**config.mk**
```make
export PLATFORM = sky130hd
export DESIGN_NAME = mc_control_fsm
export DESIGN_NICKNAME = d
export VERILOG_FILES = /design/src/rtl/mc_control_fsm.sv
export SDC_FILE = /design/constraint.sdc
export NUM_CORES = 1
export LEC_CHECK = 0
export CORE_AREA = 2 2 57 72
export CTS_BUF_LIST = sky130_fd_sc_hd__clkbuf_16
export DETAILED_ROUTE_END_ITERATION = 8
export DIE_AREA = 0 0 59 74
export PLACE_DENSITY_LB_ADDON = 0.25
export SYNTH_ARGS = -nofsm -noshare
export SYNTH_HDL_FRONTEND = slang
export SYNTH_SLANG_ARGS = --single-unit
```
**constraint.sdc**
```tcl
create_clock -name clk -period 6.77 [get_ports clk]
set_input_delay 1.354 -clock clk [delete_from_list [all_inputs] [get_ports clk]]
set_output_delay 1.354 -clock clk [all_outputs]
set_load 0.02 [all_outputs]
```
**src/rtl/mc_control_fsm.sv**
```systemverilog
// mc_control_fsm
//   Registered control FSM for a multi-cycle MIPS datapath. It decodes the
//   instruction register and drives every datapath write enable and mux
//   select. It also adds memory wait states, branch resolution in EX, an
//   illegal-instruction trap, and a counter of retired instructions.
//
// Ports
//   clk, rst_n            clock (rising edge), asynchronous active-low reset
//   instruction           current IR contents
//   mem_ready             memory access completes this cycle
//   alu_zero              ALU result is zero (branch compare)
//   state                 IF=0 ID=1 EX=2 MEM=3 WB=4 TRAP=5
//   pc_we..mem_we         datapath write enables
//   mem_in                memory address select: 0 PC, 1 ALUOut
//   reg_dst               register file write address: 0 rt, 1 rd, 2 LINK_REG
//   reg_in                register file write data: 0 ALUOut, 1 MDR, 2 PC
//   alu_src_a/alu_src_b   ALU operand selects
//   imm_zext              immediate operand is zero-extended (XORI)
//   alu_op                0 ADD, 1 SUB, 2 XOR, 3 SLT
//   pc_src                0 ALU, 1 ALUOut, 2 jump target, 3 A
//   illegal               high while trapped
//   instr_done            one-cycle pulse on each transition into IF
//   instr_count           retired-instruction counter (wraps)
module mc_control_fsm #(
  parameter int LINK_REG    = 31,
  parameter bit MEM_WAIT_EN = 1'b1,
  parameter bit TRAP_EN     = 1'b1,
  parameter int CNT_W       = 16
) (
  input  logic             clk,
  input  logic             rst_n,
  input  logic [31:0]      instruction,
  input  logic             mem_ready,
  input  logic             alu_zero,
  output logic [2:0]       state,
  output logic             pc_we,
  output logic             ir_we,
  output logic             a_we,
  output logic             b_we,
  output logic             reg_we,
  output logic             mem_we,
  output logic             mem_in,
  output logic [1:0]       reg_dst,
  output logic [1:0]       reg_in,
  output logic [1:0]       alu_src_a,
  output logic [1:0]       alu_src_b,
  output logic             imm_zext,
  output logic [2:0]       alu_op,
  output logic [1:0]       pc_src,
  output logic             illegal,
  output logic             instr_done,
  output logic [CNT_W-1:0] instr_count
);

  typedef enum logic [2:0] {
    S_IF   = 3'd0,
    S_ID   = 3'd1,
    S_EX   = 3'd2,
    S_MEM  = 3'd3,
    S_WB   = 3'd4,
    S_TRAP = 3'd5
  } state_t;

  localparam logic [5:0] OP_RTYPE = 6'h00;
  localparam logic [5:0] OP_J     = 6'h02;
  localparam logic [5:0] OP_JAL   = 6'h03;
  localparam logic [5:0] OP_BEQ   = 6'h04;
  localparam logic [5:0] OP_BNE   = 6'h05;
  localparam logic [5:0] OP_ADDI  = 6'h08;
  localparam logic [5:0] OP_XORI  = 6'h0E;
  localparam logic [5:0] OP_LW    = 6'h23;
  localparam logic [5:0] OP_SW    = 6'h2B;

  localparam logic [5:0] FN_JR  = 6'h08;
  localparam logic [5:0] FN_ADD = 6'h20;
  localparam logic [5:0] FN_SUB = 6'h22;
  localparam logic [5:0] FN_SLT = 6'h2A;

  // The link register index is consumed by the datapath's reg_dst mux; the
  // controller only selects it.
  localparam logic [4:0] LINK_ADDR = 5'(LINK_REG);

  state_t     cur_state;
  state_t     nxt_state;
  logic [5:0] opcode;
  logic [5:0] funct;
  logic       ready;
  logic       is_r_alu;
  logic       is_jr;
  logic       legal;
  logic       unused_bits;

  assign opcode      = instruction[31:26];
  assign funct       = instruction[5:0];
  assign unused_bits = ^{instruction[25:6], LINK_ADDR};
  assign state       = cur_state;

  // With wait states disabled the memory is assumed to answer every cycle.
  assign ready = MEM_WAIT_EN ? mem_ready : 1'b1;

  assign is_r_alu = (opcode == OP_RTYPE) &&
                    ((funct == FN_ADD) || (funct == FN_SUB) || (funct == FN_SLT));
  assign is_jr    = (opcode == OP_RTYPE) && (funct == FN_JR);

  always_comb begin
    case (opcode)
      OP_RTYPE: legal = is_r_alu || is_jr;
      OP_J, OP_JAL, OP_BEQ, OP_BNE,
      OP_ADDI, OP_XORI, OP_LW, OP_SW: legal = 1'b1;
      default:  legal = 1'b0;
    endcase
  end

  always_ff @(posedge clk or negedge rst_n) begin
    if (!rst_n) cur_state <= S_IF;
    else        cur_state <= nxt_state;
  end

  // Retirement is counted on the pulse, so a trapped or reset-aborted
  // instruction never reaches the counter.
  always_ff @(posedge clk or negedge rst_n) begin
    if (!rst_n)          instr_count <= '0;
    else if (instr_done) instr_count <= instr_count + 1'b1;
  end

  // Every output is forced low while reset is asserted, which is why the
  // case body sits under the rst_n test rather than relying on the state.
  always_comb begin
    nxt_state  = cur_state;
    pc_we      = 1'b0;
    ir_we      = 1'b0;
    a_we       = 1'b0;
    b_we       = 1'b0;
    reg_we     = 1'b0;
    mem_we     = 1'b0;
    mem_in     = 1'b0;
    reg_dst    = 2'd0;
    reg_in     = 2'd0;
    alu_src_a  = 2'd0;
    alu_src_b  = 2'd0;
    imm_zext   = 1'b0;
    alu_op     = 3'd0;
    pc_src     = 2'd0;
    illegal    = 1'b0;
    instr_done = 1'b0;
    if (rst_n) begin
      case (cur_state)
        S_IF: begin
          alu_src_b = 2'd1;
          pc_we     = ready;
          ir_we     = ready;
          if (ready) nxt_state = S_ID;
        end
        S_ID: begin
          a_we      = 1'b1;
          b_we      = 1'b1;
          alu_src_b = 2'd3;
          if (opcode == OP_J) begin
            pc_we     = 1'b1;
            pc_src    = 2'd2;
            nxt_state = S_IF;
          end else if (!legal) begin
            nxt_state = TRAP_EN ? S_TRAP : S_IF;
          end else begin
            nxt_state = S_EX;
          end
        end
        S_EX: begin
          nxt_state = S_WB;
          case (opcode)
            OP_LW, OP_SW: begin
              alu_src_a = 2'd1;
              alu_src_b = 2'd2;
              nxt_state = S_MEM;
            end
            OP_ADDI: begin
              alu_src_a = 2'd1;
              alu_src_b = 2'd2;
            end
            OP_XORI: begin
              alu_src_a = 2'd1;
              alu_src_b = 2'd2;
              imm_zext  = 1'b1;
              alu_op    = 3'd2;
            end
            OP_JAL: begin
              reg_we    = 1'b1;
              reg_dst   = 2'd2;
              reg_in    = 2'd2;
              pc_we     = 1'b1;
              pc_src    = 2'd2;
              nxt_state = S_IF;
            end
            OP_BEQ, OP_BNE: begin
              alu_src_a = 2'd1;
              alu_op    = 3'd1;
              pc_src    = 2'd1;
              pc_we     = (opcode == OP_BEQ) ? alu_zero : !alu_zero;
              nxt_state = S_IF;
            end
            default: begin
              if (is_jr) begin
                pc_we     = 1'b1;
                pc_src    = 2'd3;
                nxt_state = S_IF;
              end else begin
                alu_src_a = 2'd1;
                case (funct)
                  FN_SUB:  alu_op = 3'd1;
                  FN_SLT:  alu_op = 3'd3;
                  default: alu_op = 3'd0;
                endcase
              end
            end
          endcase
        end
        S_MEM: begin
          mem_in = 1'b1;
          // The store strobe stays up until memory accepts it.
          if (opcode == OP_SW) begin
            mem_we = 1'b1;
            if (ready) nxt_state = S_IF;
          end else if (ready) begin
            nxt_state = S_WB;
          end
        end
        S_WB: begin
          reg_we    = 1'b1;
          nxt_state = S_IF;
          if (opcode == OP_LW)         reg_in  = 2'd1;
          else if (opcode == OP_RTYPE) reg_dst = 2'd1;
        end
        S_TRAP: begin
          illegal = 1'b1;
        end
        default: nxt_state = S_IF;
      endcase
      instr_done = (cur_state != S_IF) && (nxt_state == S_IF);
    end
  end

endmodule
```
# [Word-level counts from Yosys, hierarchy flattened]
# Index checks and enable logic that the tools add are counted.
# W data, S select, Z words.
[op_classes] addsub=1 eq_ne=17 muxes=60 n_reduce_logical=19
[op_table] operator="$eq A6 B6 Y1 const B" count=5
[op_table] operator="$mux W1" count=27
[op_table] operator="$mux W3" count=8
[op_table] operator="$mux W2" count=11
[op_table] operator="$eq A6 B4 Y1 const B" count=3
[op_table] operator="$pmux W2 S3" count=3
[op_table] operator="$add A16 B1 Y16 const B" count=1
[op_table] operator="$pmux W2 S2" count=4
[op_table] operator="$pmux W3 S5" count=1
[op_table] operator="$eq A6 B2 Y1 const B" count=2
[op_table] operator="$eq A6 B3 Y1 const B" count=2
[op_table] operator="$pmux W3 S3" count=1
[op_table] operator="$reduce_or A4 Y1" count=2
[op_table] operator="$reduce_or A8 Y1" count=1
[op_table] operator="$eq A3 B2 Y1 const B" count=2
[op_table] operator="$eq A3 B3 Y1 const B" count=2
[op_table] operator="$logic_not A3 Y1" count=2
[op_table] operator="$logic_not A6 Y1" count=1
[op_table] operator="$pmux W1 S2" count=3
[op_table] operator="$pmux W1 S3" count=2
[op_table] operator="$reduce_or A2 Y1" count=3
[op_table] operator="$reduce_or A6 Y1" count=1
[op_table] operator="$eq A3 B1 Y1 const B" count=1
[op_table] operator="$logic_and A1 B1 Y1" count=3
[op_table] operator="other kinds (4)" count=6
[word_totals] register_bits=19 in_bits=36 out_inout_bits=42 elab_cells=99

# [Longest topological paths before layout]
[logic_depth] ltp_word=13 mapped_depth=9

# [Least setup slack after synthesis]
# Ideal clock, no wire load.
[synth_timing] path_kind="in2out" startpoint="input instruction[28]" endpoint="output pc_we" arrival_ns=3.454 path_slack_ns=1.962 stages=6 path_buffers=2 cell_sequence="buf_6 or4_4 buf_6 or3b_4 or3_1 a221oi_1"
[synth_via] elab_chain_len=6 word_cells_on_any_way=18 classes_between="eq/ne (8); mux (6); reduce/logical (4)"
[synth_lines] item="from (decl)" line="32" text="input logic [31:0] instruction,"
[synth_lines] item="$logic_not A6 Y1" line="103" text="assign is_jr = (opcode == OP_RTYPE) && (funct == FN_JR);"
[synth_lines] item="$logic_and A1 B1 Y1" line="103"
[synth_lines] item="$mux W1" line="202" text="if (is_jr) begin"
[synth_lines] item="$pmux W1 S3" line="170" text="case (opcode)"
[synth_lines] item="$pmux W1 S3 *" line="147" text="case (cur_state)"
[synth_lines] item="$mux W1 *" line="146" text="if (rst_n) begin"
[synth_lines] item="to (decl)" line="36" text="output logic pc_we,"
# Mark *: on every way between the ends. The rest lies on a longest branch, timed or not.

# [Worst setup path in the final report]
[layout_timing] startpoint="input instruction[28]" endpoint="output instr_done"
[layout_via] elab_chain_len=11 word_cells_on_any_way=27 classes_between="eq/ne (8); mux (9); reduce/logical (10)"
[layout_lines] item="parallel branches: the longest is 6 deep, another holds $reduce_or A8 Y1"
[layout_lines] item="$pmux W3 S5 *" line="147"
[layout_lines] item="$mux W3 *" line="146"
[layout_lines] item="$logic_not A3 Y1 *" line="238" text="instr_done = (cur_state != S_IF) && (nxt_state == S_IF);"
[layout_lines] item="$logic_and A1 B1 Y1 *" line="238"
[layout_lines] item="$mux W1 *" line="146"
[layout_lines] item="to (decl)" line="51" text="output logic instr_done,"
# Every way passes the cells marked *. The select of a mux whose other input is x is not followed.

==> impl.org <==
** Outcome
- The run finished with clean final reports.

** Clock network
- In this run the clock root is driven by a sky130_fd_sc_hd__clkbuf_16.
- Later-pin clock latency in the skew report :: 250 ps
- Buffers inserted to repair hold after CTS numbered 0.
- TritonCTS built the clock tree.
- Sink count of the clock tree :: 19
- The clock passes through at most 2 buffers.
- Clock slew seen by the registers of the worst setup and hold paths :: 50 ps
- CTS resizes :: 0
- CTS H-tree depth :: 1
- Counting the buffers created by CTS gives 3.
- Buffers added to address setup during post-CTS repair amount to 0.

** Final layout
- Layout overhead on the synthesized area :: 38.6%
- The finished layout holds 275 standard cells, fillers aside.
- Utilization of the core after routing :: 58.5%
- The repair_antennas step left the layout with diodes totalling 0.
- The net count of the finished layout is 273.
- Layout cells sized above 1 :: 6.38%

** Min path
- In this run the worst hold path is classified as reg2reg.
- Cell count of the worst hold path :: 1

** Power
- The analysis attributes to net switching a power of 0.000230 W.
- Sequential cells burn 32.2% of the power.
- Dividing total power by cell area gives a power density of 269 nW/um2.
- The share of total power dissipated in the clock network is roughly a fifth.
- In this run, the combinational gates consume 47.3% of the power.
- Leakage power total :: 0.806 nW
- Fraction of power spent switching nets :: between 30% and 40%
- Max IR drop VDD :: 0.179 mV
- Internal power comes to 0.000351 W.

** Logic synthesis
- Post-synthesis area per instance :: about 8.2 um2
- Of the total synthesized cell area, the portion taken by AND, OR, NAND and NOR gates is 35.4%.
- The synthesized netlist devotes between 10 and 15% of its cell area to XOR and XNOR gates.
- Number of different library cells in the post-synthesis netlist :: 45
- Post-synth design cell area :: 1560 um2
- Sequential share of the synthesized area :: 30.5%
- Number of enable flip-flop cells after synthesis :: 0
- sky130_fd_sc_hd__dfrtp_1 takes more of the synthesized area than any other cell.
- Number of register bits inferred by synthesis :: 19
- Post-synthesis instance total :: 189
- Share of synthesized flip-flops with an asynchronous set or reset :: 100%
- Multiplexer cells account for less than 1% of the synthesized area.
- Cell types with the largest area share after synthesis :: sky130_fd_sc_hd__dfrtp_1 31%, sky130_fd_sc_hd__xnor2_1 9.6%, sky130_fd_sc_hd__nand4_1 4.0%, sky130_fd_sc_hd__nand3_1 3.9%, sky130_fd_sc_hd__nand2b_1 3.6%
- During synthesis, Yosys emitted a total of 0 warnings.
- Main combinational cell family by area after synthesis :: simple AND/OR/NAND/NOR gates
- Dominant register cell in the synthesized netlist :: sky130_fd_sc_hd__dfrtp_1
- The synthesized netlist devotes 14.7% of its cell area to compound gates.
- Fraction of synthesized cell area taken by the top area cell type :: approximately 31%
- Post-synthesis adder-cell area fraction :: 0.803%

** Die
- Number of rows created at floorplan :: 25
- The floorplan step set the die width to 59 um.
- 78 I/O pins were placed.
- Starting density of the core :: 42.2%
- Area of the core region :: 3690 um2
- The floorplan step defined a die boundary enclosing ~4400 um2.
- Vertical die dimension :: 74 um

** Worst setup path
- Counting cells, the worst reg-to-reg path comes to 5.
- Data arrival time of the worst path :: ~4600 ps
- CP delay by family, top :: simple AND/OR/NAND/NOR gates
- The slowest stage of the critical path is the sky130_fd_sc_hd__or4_4 cell.
- Crit path required time :: roughly 5400 ps
- Counting both buffers and inverters, the worst setup path holds a total of 3.
- Peak per-stage delay on the critical path :: 660 ps
- By startpoint and endpoint, the worst setup path is classified as in2out.
- Max Fanout on Critical Path :: 14
- Capturing element type of the critical path :: primary output
- Among the stages of the critical path, the cell type that occurs most often is sky130_fd_sc_hd__clkdlybuf4s50_1.
- Traced cell by cell, the critical path runs through clkdlybuf4s50_1, or4_4, or3b_4, o311a_4, a21oi_4, nand2_1, inv_1, clkdlybuf4s50_1.
- Logic depth of the worst setup path including buffers :: 8
- Kind of start point of the critical path :: input pin

** Detailed routing
- Average routed wire per standard cell :: between 10 and 15 um
- Final routed wirelength across all metal layers :: 3890 um
- Dividing the detail-routed via count by the number of cells gives 5.63.
- In this run, the number of DRC markers left after iteration 0 of detailed routing was 66.
- For this block, the via count after detailed routing is ~1500.
- First-pass iteration count of the detailed router :: 4
- Final antenna-violating net count :: 0
- Drc violations :: 0

** Placement
- Prior to clock tree synthesis, the placed netlist has a worst setup slack of 820 ps.
- Placed wire-length estimate :: approximately 2900 um
- Buffers placed on the I/O ports in this run total 55.
- The congestion estimate from routability-driven global placement came to 0.813.
- Cell count after placement :: around 270

** STA
- On the final layout, the worst clock skew is 2.96 ps.
- On the final layout, the worst hold slack is between 400 and 500 ps.
- Clock period minus final worst setup slack :: 5980 ps
- Timing would allow up to ~0.17 GHz.
- Setup repair after global routing left no endpoint under its margin.
- The worst path uses 88.3% of the clock period.
- Number of setup violations in the final report :: 0
- Setup TNS :: 0 ps
- The worst path meets setup with 793 ps of slack.
- Final max-slew violation count :: 0
- The number of endpoints with negative hold slack in the final report is 0.

** GRT
- Largest net degree at the start of global routing :: 20
- Number of antenna violations at the first check in global routing :: 0
- The first global-routing pass estimated 6540 um of wire.
- For this run the aggregate overflow at the end of global routing stands at 0.
- The via count of the first global-routing pass is 1456.
- Global routing used between 10% and 20% of the available tracks across all layers.

** Job
- Max-cap violations :: 0
## logic make-up after synthesis
logic type,after synthesis
XOR/XNOR,18
adder cells (fa/ha/maj),1
flip-flops,19
other,1
multiplexers,1
AND/OR/NAND/NOR,98
AO/OA/AOI/OAI,31
buffers and inverters,20
## area by class of cell
class	instances	area [um2]
fill	357	1530
inverter	4	15.0
timing repair buffer	57	566
multi-input combinational	151	973
tap	40	50.0
sequential	19	475
clock buffer	3	75.1
clock inverter	1	3.75
## per-stage QoR
stage	power, W	instance area, um2
after floorplan	0.000356	1560
after global placement	0.000461	2080
after detailed placement	0.000463	2080
after CTS	0.000584	2160
after global routing	0.000618	2160
final	0.000581	2160
## power groups by stage
stage,Combinational [W],Sequential [W],Clock [W]
final,0.000275,0.000187,0.000119
after global routing,0.000298,0.000195,0.000125
after CTS,0.000277,0.000187,0.000120
after detailed placement,0.000275,0.000188,0
after global placement,0.000273,0.000188,0
after floorplan,0.000158,0.000198,0
## per-layer routing
metal / GRT usage, % / vias to the layer above / routed length [um]
met2: 33.8 / 56 / 1890
met5: 0 / - / 0
li1: - / 771 / -
met4: 6.06 / 0 / 33
met3: 2.09 / 4 / 213
met1: 23.6 / 717 / 1750
## worst paths after layout
check | start | endpoint | slack, ps
setup / recovery | instruction[28] | instr_done | 790
hold / removal | instr_count[15]$_DFFE_PN0P_ | instr_count[15]$_DFFE_PN0P_ | 480
setup reg to reg | state[0]$_DFFE_PN0P_ | instr_count[1]$_DFFE_PN0P_ | 4650
hold reg to reg | instr_count[15]$_DFFE_PN0P_ | instr_count[15]$_DFFE_PN0P_ | 480
max in group asynchronous | rst_n | state[2]$_DFFE_PN0P_ | 4800
min in group asynchronous | rst_n | instr_count[0]$_DFFE_PN0P_ | 1400
## placed cells by master, fill, tap and decap left out, drive strengths merged, types with 2 or more instances in the layout
cell and instances:
o31a 2, xnor2 17, clkbuf 3, nor4 4
o31ai 2, and3 8, nor2 15, inv 5
conb 2, dfrtp 19, clkdlybuf4s50 55, o21ai 5
or3b 3, and2 2, buf 2, a31oi 2
a211oi 2, a21oi 9, nand2 9, nor2b 4
or3 4, nor3 9, nand2b 9, nand3 12
and3b 2, nand4 10, or2 3
## state kept, by name (all words and copies together), names as in the netlist
name         count
state            3
instr_count     16
## Yosys cell counts, drive strengths merged, types with 5 or more instances
cell type / count
buf: 7
clkbuf: 9
nand2b: 9
dfrtp: 19
a21oi: 9
nand3: 12
nand2: 9
xnor2: 17
o21ai: 5
nor2: 15
nor3: 9
nand4: 10
and3: 8
Note: power is estimated with default switching activity, not from simulation.
